<file path="src/rtl/ex_result_stage.sv">
`default_nettype none
// ============================================================================
// Module   : ex_result_stage
// Purpose  : EX->WB pipeline register with PSR, registered branch decision
//            and a saturating overflow-event counter.
// Revision : 1.0
// ============================================================================
module ex_result_stage #(
  parameter int CNT_W = 8
) (
  input  logic             CLK,
  input  logic             RESET,
  input  logic             EX_VALID,
  input  logic             STALL,
  input  logic             FLUSH,
  input  logic [31:0]      F,
  input  logic             Z_in,
  input  logic             C_in,
  input  logic             N_in,
  input  logic             V_in,
  input  logic [4:0]       DA,
  input  logic             RW,
  input  logic             MD,
  input  logic             SCC,
  input  logic [2:0]       BC,
  output logic             WB_VALID,
  output logic [31:0]      WB_DATA,
  output logic [4:0]       WB_DA,
  output logic             WB_RW,
  output logic [3:0]       PSR,
  output logic             BR_TAKEN,
  output logic [CNT_W-1:0] OVF_CNT
);

  localparam logic [CNT_W-1:0] C_CNT_MAX = {CNT_W{1'b1}};

  logic             r_wb_valid;
  logic [31:0]      r_wb_data;
  logic [4:0]       r_wb_da;
  logic             r_wb_rw;
  logic [3:0]       r_psr;
  logic             r_br_taken;
  logic [CNT_W-1:0] r_ovf_cnt;

  logic [3:0]       w_flags_in;
  logic [3:0]       w_nf;
  logic             w_br_cond;
  logic [31:0]      w_result;

  assign w_flags_in = {Z_in, C_in, N_in, V_in};
  // Branch sees the flags this instruction produces when it sets them.
  assign w_nf       = SCC ? w_flags_in : r_psr;
  assign w_result   = MD ? {31'b0, N_in ^ V_in} : F;

  always_comb begin
    w_br_cond = 1'b0;
    case (BC)
      3'b000:  w_br_cond = 1'b0;
      3'b001:  w_br_cond = w_nf[3];
      3'b010:  w_br_cond = ~w_nf[3];
      3'b011:  w_br_cond = w_nf[1];
      3'b100:  w_br_cond = ~w_nf[1];
      3'b101:  w_br_cond = w_nf[2];
      3'b110:  w_br_cond = w_nf[0];
      default: w_br_cond = 1'b1;
    endcase
  end

  always_ff @(posedge CLK) begin
    if (RESET) begin
      r_wb_valid <= 1'b0;
      r_wb_data  <= '0;
      r_wb_da    <= '0;
      r_wb_rw    <= 1'b0;
      r_psr      <= '0;
      r_br_taken <= 1'b0;
      r_ovf_cnt  <= '0;
    end else if (FLUSH) begin
      r_wb_valid <= 1'b0;
      r_wb_rw    <= 1'b0;
      r_br_taken <= 1'b0;
    end else if (!STALL) begin
      r_wb_valid <= EX_VALID;
      if (EX_VALID) begin
        r_wb_data  <= w_result;
        r_wb_da    <= DA;
        r_wb_rw    <= RW & (DA != 5'd0);
        r_br_taken <= w_br_cond;
        if (SCC) begin
          r_psr <= w_flags_in;
          if (V_in && (r_ovf_cnt != C_CNT_MAX)) begin
            r_ovf_cnt <= r_ovf_cnt + CNT_W'(1);
          end
        end
      end else begin
        r_wb_rw    <= 1'b0;
        r_br_taken <= 1'b0;
      end
    end
  end

  assign WB_VALID = r_wb_valid;
  assign WB_DATA  = r_wb_data;
  assign WB_DA    = r_wb_da;
  assign WB_RW    = r_wb_rw;
  assign PSR      = r_psr;
  assign BR_TAKEN = r_br_taken;
  assign OVF_CNT  = r_ovf_cnt;

endmodule
`default_nettype wire

</file>
<file path="config.mk">
export PLATFORM = sky130hd
export DESIGN_NAME = ex_result_stage
export DESIGN_NICKNAME = d
export VERILOG_FILES = /design/src/rtl/ex_result_stage.sv
export SDC_FILE = /design/constraint.sdc
export NUM_CORES = 1
export LEC_CHECK = 0
export ABC_CLOCK_PERIOD_IN_PS = 2900
export BUFFER_PORTS_ARGS = -buffer_cell sky130_fd_sc_hd__clkbuf_2
export CORE_UTILIZATION = 49
export DETAILED_ROUTE_END_ITERATION = 6
export GPL_TIMING_DRIVEN = 0
export PLACE_DENSITY = 0.84
export SLEW_MARGIN = 20
export SYNTH_ARGS = -nofsm -noshare
export SYNTH_HDL_FRONTEND = slang
export SYNTH_SLANG_ARGS = --single-unit
</file>
<file path="constraint.sdc">
create_clock -name CLK -period 2.9 [get_ports CLK]
set_input_delay 0.145 -clock CLK [delete_from_list [all_inputs] [get_ports CLK]]
set_output_delay 0.145 -clock CLK [all_outputs]
set_load 0.05 [all_outputs]
</file>
==> run_results.csv, run 1 <==
group,metric,value,unit
clock_network,clock_latency_at_the_later_pin_of_the_worst_skew_pair,0.30,ns
timing,setup_violators_final,0,
die,die_y,68.35,um
synth,synth_largest_type_area_fraction,48.26,%
clock_network,cts_htree_levels,2,
synth,synth_top_cell_by_area,"sky130_fd_sc_hd__dfxtp_1",
clock_network,cts_inserted_buffers,5,
synth,netlist_instances,256,
clock_network,hold_buffers,0,
die,placeableCoreArea,0.004115,sq mm
clock_network,clk_root_buffer_cell,"sky130_fd_sc_hd__clkbuf_8",
global_route,antenna_found_initial,0,
route,dr.pass1.iters,4,
worst_setup_path,worstSetupStartpointType,"flip-flop",
clock_network,clock_transition_at_the_registers_of_the_reported_paths,0.10,ns
timing,final_max_slew_viol_count,0,
power,maximum_vdd_ir_drop,0.3120,mV
die,fp-row-count,23,
global_route,grt_start_max_net_pins,17,
synth,synth_sequential_area_ratio,48.26,%
synth,yosysWarningCount,0,
synth,synth.lib_cells_used.distinct,33,
synth,synth_top_flop_cell,"sky130_fd_sc_hd__dfxtp_1",
placed_design,numPortBuffers,101,
worst_setup_path,arrival,1.82,ns
route,ant_nets,0,
synth,synth_enable_flop_cells,0,
synth,syn_nets,309,
route,drcViolationCount,0,
placed_design,place.gp.congestion,0.8104,
route,routed-via-count,2171,
clock_network,cts_post_setup_buffers_inserted,0,
worst_setup_path,regToRegStartpoint,"OVF_CNT[0]",
power,power,0.001330,W
timing,worst-slew-pin-transition,0.4939,ns
route,drt_wl_total,5435,um
clock_network,max-clock-path-buffers,2,
flow_run,timing.max_cap.violations,0,
final_layout,layout.cells.most_common,"sky130_fd_sc_hd__clkbuf_2",
clock_network,cts.repair.resized,0,
global_route,grt_pass1_vias,1905,
synth,yosys_reg_bits,52,
final_layout,fin_area,0.002814,sq mm
timing,grt_setup_unrepaired,"false",
worst_setup_path,worst-r2r-setup-slack,1.27,ns
power,static-leakage-power,1.169,nW
worst_setup_path,worstSetupEndpointType,"flip-flop",
worst_setup_path,criticalPathCategory,"reg2reg",
min_path,worstHoldPathCells,3,
worst_setup_path,ff2ff_path_depth,5,
synth,post_synth_instance_area,0.002157,sq mm
final_layout,antenna_cells,0,
route,avgViaCountPerCell,5.231,
synth,synth_async_sr_flop_share,0,%
placed_design,dpl_cell_area,0.002725,sq mm
min_path,holdCritPathClass,"in2reg",
placed_design,dpl.hpwl,4167,um
timing,max_freq,0.6120,GHz
synth,avgSynthCellArea,8.426,sq um
clock_network,cts.sink_count,52,
die,floorplan.initialDensity,52.42,%
die,floorplan.die_area,0.004672,sq mm
timing,finalHoldViolCount,0,
die,die-width,68.35,um
route,drtIter0Drc,85,
timing,setup_total_negative_slack,0,ns
run_status,outcome,"finished clean",
clock_network,tritoncts,"yes",
timing,period_minus_slack,1.634,ns
min_path,worst_min_delay_path_startpoint,"DA[3]",
timing,timing.slew.headroom,67.07,%
min_path,timing.hold.worst_endpoint,"WB_DA[3]",
global_route,grt_residual_overflow,0,
power,power-per-cell-area,472.6,mW/mm^2
global_route,gr-usage-all-layers,23.99,%
worst_setup_path,critical_path.reg2reg.endpoint,"OVF_CNT[1]",
global_route,grt_pass1_wl,8300,um
route,drt-wirelength-per-cell,13.10,um
die,top_level_ports,104,
synth,synth_top_cells_by_area,"sky130_fd_sc_hd__dfxtp_1 48%, sky130_fd_sc_hd__a21oi_1 11%, sky130_fd_sc_hd__nand3b_1 11%",
timing,timing.final.crit_share,56.35,%
final_layout,finish.net_count,417,
final_layout,final_cell_mix,"101 x sky130_fd_sc_hd__clkbuf_2, 55 x sky130_fd_sc_hd__nand2_1, 52 x sky130_fd_sc_hd__dfxtp_1, 47 x sky130_fd_sc_hd__a21oi_1, 31 x sky130_fd_sc_hd__nand3b_1",
final_layout,layout-area-overhead-vs-synth,30.45,%
worst_setup_path,critical_path_fanout_max,8,
worst_setup_path,cp_data_required_time,3.09,ns
final_layout,layout_cells_sized_above_1,31.23,%
timing,finalClockSkew,0.006308,ns
-- routing by layer --
metal	up-vias	global-route usage, %	share of wire (%)
met5	-	0	0
met4	0	5.469	0.88
met3	7	8.333	7.9
met2	87	42.52	49
met1	969	27.37	42
li1	1108	-	-
-- power by group --
group,internal [W],leakage (nW),switching (W)
Clock,0.000172,0.0414,0.000239
Sequential,0.000728,0.421,0.00000819
Combinational,0.0000626,0.707,0.000120
Total,0.000963,1.17,0.000367
-- synthesized netlist by cell type, types with 2 or more instances --
cell type and count:
sky130_fd_sc_hd__a211oi_1 2, sky130_fd_sc_hd__a21oi_1 47, sky130_fd_sc_hd__clkbuf_1 16, sky130_fd_sc_hd__dfxtp_1 52
sky130_fd_sc_hd__inv_1 2, sky130_fd_sc_hd__mux2_2 2, sky130_fd_sc_hd__mux2i_1 4, sky130_fd_sc_hd__nand2_1 55
sky130_fd_sc_hd__nand3_1 6, sky130_fd_sc_hd__nand3b_1 31, sky130_fd_sc_hd__nor2_1 6, sky130_fd_sc_hd__nor2b_1 2
sky130_fd_sc_hd__nor3_1 3, sky130_fd_sc_hd__o21ai_0 3, sky130_fd_sc_hd__o31ai_1 3, sky130_fd_sc_hd__or3_1 4
sky130_fd_sc_hd__or4_1 2
-- per-stage QoR --
stage | cells | util [%] | worst slack, ns | hold slack, ns
6_report | 415 | 68.38 | 1.266 | 0.05717
5_1_grt | 415 | 68.38 | 1.123 | 0.05826
4_1_cts | 415 | 68.38 | 1.261 | 0.04838
3_5_place_dp | 407 | 66.22 | 1.291 | 0.3892
3_3_place_gp | 407 | 66.22 | 1.342 | 0.3852
2_1_floorplan | 256 | - | 1.077 | 0.2243
-- cell type report --
class / count / area, sq um
Clock inverter: 2 / 16.27
Sequential cell: 52 / 1041
Buffer: 18 / 72.57
Multi-Input combinational cell: 184 / 1036
Fill cell: 357 / 1301
Tap cell: 50 / 62.56
Timing Repair Buffer: 101 / 505.5
Inverter: 2 / 7.507
Clock buffer: 6 / 72.57
-- flip-flops by register name, summed over array words and instances, names as in the netlist --
name	cells
WB_RW	1
WB_DATA	32
PSR	4
BR_TAKEN	1
OVF_CNT	8
WB_VALID	1
WB_DA	5
-- critical path: stages, from the launching register on --
cell and delay (ns):
sky130_fd_sc_hd__dfxtp_1 0.41, sky130_fd_sc_hd__ha_1 0.24, sky130_fd_sc_hd__nand4_1 0.19, sky130_fd_sc_hd__o211ai_2 0.39
sky130_fd_sc_hd__mux2i_1 0.23, sky130_fd_sc_hd__nor2_1 0.05
-- cells by family after synthesis --
group	Yosys count	share of synthesized area (%)
buffers and inverters	20	3.712
DFF	52	48.26
muxes	6	2.900
and+or+nand+nor	114	27.90
adders and majority gates	1	0.5800
xor gates and xnor gates	2	0.8122
AOI/OAI and AO/OA	61	15.84
-- worst max-delay path by stage --
stage,startpoint,slack (ns),end
after detailed placement,OVF_CNT[0],1.29,OVF_CNT[1]
after floorplan,OVF_CNT[0],1.08,OVF_CNT[1]
after global placement,STALL,1.34,PSR[0]
after CTS,OVF_CNT[0],1.26,OVF_CNT[1]
final,OVF_CNT[0],1.27,OVF_CNT[1]
after global routing,OVF_CNT[0],1.12,OVF_CNT[1]
(Power assumes the default switching activity.)
==> run 2: changes to the inputs <==
--- a/config.mk
+++ b/config.mk
@@ -5,12 +5,12 @@
 export SDC_FILE = /design/constraint.sdc
 export NUM_CORES = 1
 export LEC_CHECK = 0
-export ABC_CLOCK_PERIOD_IN_PS = 2900
+export ABC_CLOCK_PERIOD_IN_PS = 1400
 export BUFFER_PORTS_ARGS = -buffer_cell sky130_fd_sc_hd__clkbuf_2
-export CORE_UTILIZATION = 49
+export CORE_UTILIZATION = 41
 export DETAILED_ROUTE_END_ITERATION = 6
 export GPL_TIMING_DRIVEN = 0
-export PLACE_DENSITY = 0.84
+export PLACE_DENSITY = 0.75
 export SLEW_MARGIN = 20
 export SYNTH_ARGS = -nofsm -noshare
 export SYNTH_HDL_FRONTEND = slang
==> constraint.sdc (replaced) <==
create_clock -name CLK -period 1.4 [get_ports CLK]
set_input_delay 0.07 -clock CLK [delete_from_list [all_inputs] [get_ports CLK]]
set_output_delay 0.07 -clock CLK [all_outputs]
set_load 0.05 [all_outputs]
==> run_results.csv, run 2 (synthesized netlist as in run 1, its figures left out) <==
group,metric,value,unit
worst_setup_path,cp_data_required_time,1.63,ns
clock_network,cts_inserted_buffers,5,
worst_setup_path,arrival,1.63,ns
final_layout,layout.cells.most_common,"sky130_fd_sc_hd__clkbuf_2",
die,placeableCoreArea,0.005075,sq mm
power,maximum_vdd_ir_drop,0.4536,mV
route,wirelength_met1,2593,um
clock_network,cts.sink_count,52,
global_route,grt_start_max_net_pins,16,
final_layout,multi_input_area,0.001057,sq mm
final_layout,final_cell_mix,"101 x sky130_fd_sc_hd__clkbuf_2, 55 x sky130_fd_sc_hd__nand2_1, 47 x sky130_fd_sc_hd__a21oi_1, 42 x sky130_fd_sc_hd__dfxtp_1, 31 x sky130_fd_sc_hd__nand3b_1",
clock_network,clock_transition_at_the_registers_of_the_reported_paths,0.10,ns
timing,period_minus_slack,1.408,ns
route,met3RoutedLength,391,um
route,route.top_layer_used,"met4",
worst_setup_path,critPathMaxStageDelay,0.39,ns
worst_setup_path,critical-path-slowest-cell,"sky130_fd_sc_hd__or3_1",
final_layout,layout-area-overhead-vs-synth,37.76,%
final_layout,fin_area,0.002972,sq mm
clock_network,cts_htree_levels,2,
final_layout,finish.net_count,426,
worst_setup_path,worstSetupEndpointType,"flip-flop",
final_layout,antenna_cells,0,
global_route,grt_residual_overflow,0,
clock_network,clk_root_buffer_cell,"sky130_fd_sc_hd__clkbuf_8",
timing,setup_total_negative_slack,-0.01306,ns
route,dr.pass1.iters,4,
placed_design,dpl_cell_area,0.002788,sq mm
power,static-leakage-power,1.219,nW
die,floorplan.initialDensity,42.50,%
die,floorplan.die_area,0.005555,sq mm
clock_network,tritoncts,"yes",
final_layout,fillerInstances,502,
die,fp-row-count,26,
min_path,holdCritPathClass,"in2reg",
global_route,gr-usage-all-layers,20.33,%
flow_run,timing.max_cap.violations,0,
timing,setup_violators_final,2,
run_status,violations_in_the_final_reports,"setup timing",
global_route,grt_pass1_vias,1892,
route,avgViaCountPerCell,4.980,
worst_setup_path,worstSetupStartpointType,"flip-flop",
worst_setup_path,critical_path_buf_inv_count,0,
timing,timing.final.crit_share,100.6,%
clock_network,clock_latency_at_the_later_pin_of_the_worst_skew_pair,0.30,ns
route,drcViolationCount,0,
worst_setup_path,cp_cell_sequence,"ha_4, nand4_1, o211ai_4, or3_1, a21oi_1",
die,die_y,74.54,um
route,drt-wirelength-per-cell,12.72,um
timing,worst-slew-pin-transition,0.4956,ns
timing,finalClockSkew,0.006268,ns
timing,setup_slack,-0.008124,ns
run_status,outcome,"finished, violations left",
global_route,grt_pass1_wl,8680,um
clock_network,max-clock-path-buffers,2,
placed_design,dpl.hpwl,4177,um
timing,timing.slew.headroom,66.96,%
route,drtIter0Drc,93,
timing,final_max_slew_viol_count,0,
route,ant_nets,0,
die,die-width,74.54,um
global_route,antenna_found_initial,0,
placed_design,place.gp.congestion,0.8566,
route,route.met2.wl,2628,um
timing,holdWs,0.005286,ns
route,drt_wl_total,5647,um
worst_setup_path,criticalPathCategory,"reg2reg",
placed_design,numPortBuffers,101,
power,power-per-cell-area,937.7,mW/mm^2
final_layout,largest_reg_flops,32,
final_layout,layout_cells_sized_above_1,34.49,%
final_layout,final-seq-area,0.001066,sq mm
timing,finalHoldViolCount,0,
worst_setup_path,critical_path_fanout_max,8,
timing,max_freq,0.7102,GHz
route,routed-via-count,2211,
timing,grt_setup_unrepaired,"true",
worst_setup_path,cp_top_family,"simple AND/OR/NAND/NOR gates",
placed_design,dp_worst_setup_slack,-0.1980,ns
die,top_level_ports,104,
-- run 2: worst reg2reg max path, stage by stage, from the launching register on --
cell                       delay (ns)
sky130_fd_sc_hd__dfxtp_4         0.37
sky130_fd_sc_hd__ha_4            0.16
sky130_fd_sc_hd__nand4_1         0.15
sky130_fd_sc_hd__o211ai_4        0.15
sky130_fd_sc_hd__or3_1           0.39
sky130_fd_sc_hd__a21oi_1         0.12
-- run 2: metal layers --
metal	global-route usage [%]	vias up
met2	32.63	71
met1	26.28	1012
met5	0	-
li1	-	1126
met4	5.031	0
met3	6.911	2
-- run 2: what timing repair did --
action / in CTS / in global routing
hold endpoints to repair: 5 / 1
resized for setup: 1 / 1
buffers inserted: 2 / 1
hold buffers: 5 / 1
setup endpoints to repair: 5 / 7
pin swaps: 2 / 5
-- run 2: power breakdown --
part	internal, W	total, W	leakage [nW]	switching (W)
clock network	0.000396	0.000874	0.0510	0.000479
registers	0.00150	0.00152	0.427	0.0000163
logic	0.000142	0.000397	0.741	0.000255
total	0.00204	0.00279	1.22	0.000750
-- run 2: path summary, 6_finish.rpt --
path,slack [ns],end,start,cells after the start
max,-0.008,OVF_CNT[4],OVF_CNT[0],5
min,0.005,WB_DATA[21],F[21],3
max reg2reg,-0.008,OVF_CNT[4],OVF_CNT[0],5
min reg2reg,0.45,WB_DATA[2],WB_DATA[2],2
-- run 2: area by class of cell --
cell class	instances	share of cell area [%]
timing repair buffer	110	19.79
tap	70	2.947
clock buffer	6	2.779
inverter	2	0.2526
sequential	52	35.87
clock inverter	2	0.3368
multi-input combinational	184	35.58
buffer	18	2.442
-- run 2: through the flow --
stage                     power (W)  std cells  utilization (%)
after floorplan            0.001783        256                -
after global placement     0.001926        427            54.93
after detailed placement   0.001931        427            54.93
after CTS                  0.002811        442            58.21
after global routing       0.002912        444            58.56
final                      0.002787        444            58.56
